**src/rtl/reg_file_mp.sv**
```systemverilog
// Parametrised multi-port register file with write-through bypass on every read
// port and a per-register pending scoreboard for issue-stage hazard detection.
module reg_file_mp #(
  parameter int unsigned DATA_WIDTH = 32,
  parameter int unsigned ADDR_WIDTH = 5,
  parameter int unsigned NUM_RD     = 2,
  parameter int unsigned NUM_WR     = 1,
  parameter int unsigned ZERO_REG   = 1
) (
  input  logic                           clk,
  input  logic                           rst,
  input  logic [NUM_RD*ADDR_WIDTH-1:0]   rd_addr,
  output logic [NUM_RD*DATA_WIDTH-1:0]   rd_data,
  output logic [NUM_RD-1:0]              rd_pend,
  input  logic [NUM_WR-1:0]              wr_en,
  input  logic [NUM_WR*ADDR_WIDTH-1:0]   wr_addr,
  input  logic [NUM_WR*DATA_WIDTH-1:0]   wr_data,
  input  logic                           iss_en,
  input  logic [ADDR_WIDTH-1:0]          iss_addr,
  input  logic                           flush
);

  localparam int unsigned DEPTH    = 2 ** ADDR_WIDTH;
  localparam bit          HAS_ZERO = (ZERO_REG != 0);

  logic [DATA_WIDTH-1:0] regs_q [DEPTH];
  logic [DATA_WIDTH-1:0] regs_d [DEPTH];
  logic [DEPTH-1:0]      pend_q;
  logic [DEPTH-1:0]      pend_d;

  logic [NUM_WR-1:0]     wr_act;
  logic [ADDR_WIDTH-1:0] wr_a   [NUM_WR];
  logic [DATA_WIDTH-1:0] wr_d   [NUM_WR];
  logic [ADDR_WIDTH-1:0] rd_a   [NUM_RD];
  logic [DATA_WIDTH-1:0] rd_word[NUM_RD];
  logic [NUM_RD-1:0]     rd_hit;

  function automatic logic is_zero(input logic [ADDR_WIDTH-1:0] a);
    return HAS_ZERO && (a == '0);
  endfunction

  // Writes are suppressed during reset so the bypass also reads back zero.
  assign wr_act = wr_en & {NUM_WR{~rst}};

  // Unpack flat port buses into per-port views.
  always_comb begin
    for (int unsigned w = 0; w < NUM_WR; w++) begin
      wr_a[w] = wr_addr[w*ADDR_WIDTH +: ADDR_WIDTH];
      wr_d[w] = wr_data[w*DATA_WIDTH +: DATA_WIDTH];
    end
    for (int unsigned p = 0; p < NUM_RD; p++) begin
      rd_a[p] = rd_addr[p*ADDR_WIDTH +: ADDR_WIDTH];
    end
  end

  // Register next state; ascending port order lets the higher-index port win.
  always_comb begin
    for (int unsigned r = 0; r < DEPTH; r++) begin
      regs_d[r] = regs_q[r];
    end
    for (int unsigned w = 0; w < NUM_WR; w++) begin
      if (wr_act[w] && !is_zero(wr_a[w])) begin
        regs_d[wr_a[w]] = wr_d[w];
      end
    end
  end

  // Scoreboard next state: write clear, then issue set, then flush override.
  always_comb begin
    pend_d = pend_q;
    for (int unsigned w = 0; w < NUM_WR; w++) begin
      if (wr_act[w]) begin
        pend_d[wr_a[w]] = 1'b0;
      end
    end
    if (iss_en && !is_zero(iss_addr)) begin
      pend_d[iss_addr] = 1'b1;
    end
    if (flush) begin
      pend_d = '0;
    end
  end

  always_ff @(posedge clk or posedge rst) begin
    if (rst) begin
      for (int unsigned r = 0; r < DEPTH; r++) begin
        regs_q[r] <= '0;
      end
      pend_q <= '0;
    end else begin
      for (int unsigned r = 0; r < DEPTH; r++) begin
        regs_q[r] <= regs_d[r];
      end
      pend_q <= pend_d;
    end
  end

  // Read ports: zero register, then highest matching write port, then storage.
  always_comb begin
    rd_data = '0;
    rd_pend = '0;
    for (int unsigned p = 0; p < NUM_RD; p++) begin
      rd_word[p] = regs_q[rd_a[p]];
      rd_hit[p]  = 1'b0;
      for (int unsigned w = 0; w < NUM_WR; w++) begin
        if (wr_act[w] && (wr_a[w] == rd_a[p])) begin
          rd_hit[p]  = 1'b1;
          rd_word[p] = wr_d[w];
        end
      end
      if (!is_zero(rd_a[p])) begin
        rd_data[p*DATA_WIDTH +: DATA_WIDTH] = rd_word[p];
        rd_pend[p]                          = pend_q[rd_a[p]] & ~rd_hit[p];
      end
    end
  end

endmodule

```
**config.mk**
```make
export PLATFORM = sky130hd
export DESIGN_NAME = reg_file_mp
export DESIGN_NICKNAME = d
export VERILOG_FILES = /design/src/rtl/reg_file_mp.sv
export SDC_FILE = /design/constraint.sdc
export NUM_CORES = 2
export LEC_CHECK = 0
export CORE_MARGIN = 1.5
export CORE_UTILIZATION = 50
export CTS_CLUSTER_DIAMETER = 200
export DETAILED_ROUTE_END_ITERATION = 16
export PLACE_DENSITY = 0.63
export SETUP_SLACK_MARGIN = 0.3
export SLEW_MARGIN = 20
export SYNTH_ARGS = -nofsm -noshare
export SYNTH_HDL_FRONTEND = slang
export SYNTH_SLANG_ARGS = --single-unit
export TNS_END_PERCENT = 20
```
**constraint.sdc**
```tcl
create_clock -name clk -period 42.9 [get_ports clk]
set_input_delay 4.29 -clock clk [delete_from_list [all_inputs] [get_ports clk]]
set_output_delay 4.29 -clock clk [all_outputs]
set_load 0.005 [all_outputs]
```
==> flow_metrics.env <==
export IMPL_cts_hold_buf=0
export IMPL_r2r_slack_ns=42.08
export IMPL_wirelength_um=195000
export IMPL_clockRootBuffer="clkbuf_16"
export IMPL_yosys_area_top_type_share_pct=46.7
export IMPL_routed_via_density=7.07
export IMPL_place_inst=5130
export IMPL_maxSlewViolCount=0
export IMPL_post_cts_buffers=0
export IMPL_clk_latency_ns=0.70
export IMPL_async_flop_share_pct=100
export IMPL_vias=37800
export IMPL_fin_cells=5345
export IMPL_hpwlAfterDp_um=103000
export IMPL_ys_seq_elements=1056
export IMPL_synth_area_leaders="dfrtp_1 47%, mux2_2 19%, mux4_2 18%"
export IMPL_cts_sinks=1056
export IMPL_yosysWarnings=0
export IMPL_rsz0062_at_grt="no"
export IMPL_p_total_uw=2690
export IMPL_drive_gt1_share_pct=47.7
export IMPL_arrival_ns=10.01
export IMPL_fillers=9186
export IMPL_tns_ns=0
export IMPL_cp_max_fo=64
export IMPL_clkTransAtPathRegs_ns=0.06
export IMPL_min_period_ns=14.30
export IMPL_fin_crit_sh_pct=33.3
export IMPL_grt_max_degree=174
export IMPL_cts_htree_levels=3
export IMPL_synth_main_ff_cell="dfrtp_1"
export IMPL_die_area_mm2=0.115
export IMPL_grt_pass1_vias=37700
export IMPL_setup_violations=0
export IMPL_syn_inst=3833
export IMPL_final_setup_skew_ns=0
export IMPL_fmax_ghz=0.0699
export IMPL_chipWidth_um=339
export IMPL_nNetsFinal=3806
export IMPL_grt_pass1_wl_um=281000
export IMPL_cap_violations=0
export IMPL_port_buffers=122
export IMPL_worstSetupEndpointType="output port"
export IMPL_finalHoldViolations=0
export IMPL_grt_use_total_pct=33.8
export IMPL_crit_end="rd_data[38]"
export IMPL_cts_resized=0
export IMPL_io_pins=123
export IMPL_initialDrtViolationCount=4213
export IMPL_dr_pass1_iters=5
export IMPL_p_leak_uw=0.0278
export IMPL_vdd_ir_drop_max_v=0.0000324
export IMPL_status="finished, final reports clean"
export IMPL_start_util_pct=50.4
export IMPL_startpoint_type="input port"
export IMPL_slew_headroom_pct=16.8
export IMPL_criticalPathCategory="in -> out"
export IMPL_num_rows=123
export IMPL_worstSetupStartpoint="rd_addr[5]"
export IMPL_wl_per_cell_um=36.5
export IMPL_syn2layout_area_growth_pct=10.9
export IMPL_synth_net_count=3890
export IMPL_reg2reg_from="regs_q[421]"
export IMPL_synth_area_mm2=0.0566
export IMPL_antenna_found_initial=5
export IMPL_reg2reg_depth=1
export IMPL_cts_made_buffers=117
export IMPL_holdWs_ns=0.392
export IMPL_hold_path_class="reg -> reg"
export IMPL_ys_types=54
export IMPL_ant_nets=0
export IMPL_r2r_end="regs_q[421]"
export IMPL_drc=0
export IMPL_ys_seq_area_share_pct=46.7
export IMPL_tightest_slew_ns=1.25
export IMPL_worstPathRequired_ns=38.61
export IMPL_fp_dieH_um=339
export IMPL_cts_tree="done"
export IMPL_gp_congestion=0.806
export IMPL_synth_edf_count=0
export IMPL_layout_cells_most_common="dfrtp_1"
export IMPL_core_area_mm2=0.112
export IMPL_grt_overflow_total=0
export IMPL_final_cell_mix="1,056 x dfrtp_1, 970 x mux2_2, 459 x mux4_2"
export IMPL_clockBufferDepth=3
export IMPL_powerDensity_mw_per_mm2=42.9
export IMPL_yosys_area_top_type="dfrtp_1"
export IMPL_synth_avg_cell_area_um2=14.8
registers in the layout, summed over array words and instances (netlist names):
register	cells
pend_q	32
regs_q	1024
routing by layer:
layer | wire, µm | share of wire [%] | global-route usage, % | up-vias
met5 | 67 | 0.034 | 0.204 | -
met4 | 7650 | 3.9 | 12.2 | 8
met3 | 17900 | 9.2 | 7.11 | 411
met2 | 87200 | 45 | 50.3 | 1955
met1 | 82100 | 42 | 49.3 | 20700
li1 | - | - | - | 14700
critical path, cell delays in order:
cell and delay, ns:
buf_8 0.52, buf_4 0.74, buf_4 0.77, buf_4 0.81
buf_4 0.66, mux4_2 0.58, a22o_1 0.25, a2111oi_2 0.36
a21oi_1 0.12, a22o_1 0.24, clkdlybuf4s50_1 0.49
how the worst min path moves through the flow:
stage,from,end,cells after the start
floorplan,regs_q[1000],regs_q[1000],1
global route,regs_q[1011],regs_q[1011],0
CTS,regs_q[993],regs_q[993],0
detailed placement,regs_q[999],regs_q[999],0
global placement,regs_q[1001],regs_q[1001],0
finish,regs_q[1006],regs_q[1006],0
kinds of logic (layout without fill, tap and decap cells):
kind of cell,Yosys count,after routing,synth area share [%]
muxes,1638,1638,41.3
and+or+nand+nor,205,205,1.78
buffers and inverters,441,452,3.68
AOI/OAI and AO/OA,483,483,6.38
other,0,1,0
xor gates and xnor gates,10,10,0.155
DFF,1056,1056,46.7
layout make-up:
type / count / area (µm²) / area share, %
sequential: 1056 / 26400 / 42.1
multi-input combinational: 2336 / 28400 / 45.3
inverter: 3 / 18.8 / 0.0299
clock inverter: 38 / 382 / 0.608
timing repair buffer: 235 / 2090 / 3.33
tap: 1500 / 1880 / 2.99
antenna: 1 / 2.50 / 0.00399
clock buffer: 176 / 3520 / 5.61
power by group:
group | total, µW | switching (µW) | leakage, µW | internal (µW)
clock network | 1030 | 428 | 0.00192 | 600
logic | 452 | 201 | 0.0118 | 251
registers | 1210 | 92.6 | 0.0141 | 1120
total | 2690 | 722 | 0.0278 | 1970
cells in the mapped netlist (all sizes together), types with 11 or more instances:
cell / count
mux2i: 180
nand2: 58
a2111oi: 31
nor3: 12
o211ai: 11
a22o: 82
mux2: 999
a22oi: 100
buf: 228
mux4: 459
a21oi: 99
nor2: 55
clkbuf: 210
nand3: 32
o21ai: 53
o22ai: 45
dfrtp: 1056
o221ai: 31
through the flow:
step	util (%)	area (µm²)	setup slack, ns
after floorplan	-	56600	8.89
after global placement	52.4	58800	28.53
after detailed placement	52.4	58800	28.49
after CTS	55.9	62800	28.49
after global routing	55.9	62800	28.22
final	55.9	62800	28.60
Note: power is estimated with default switching activity, not from simulation.
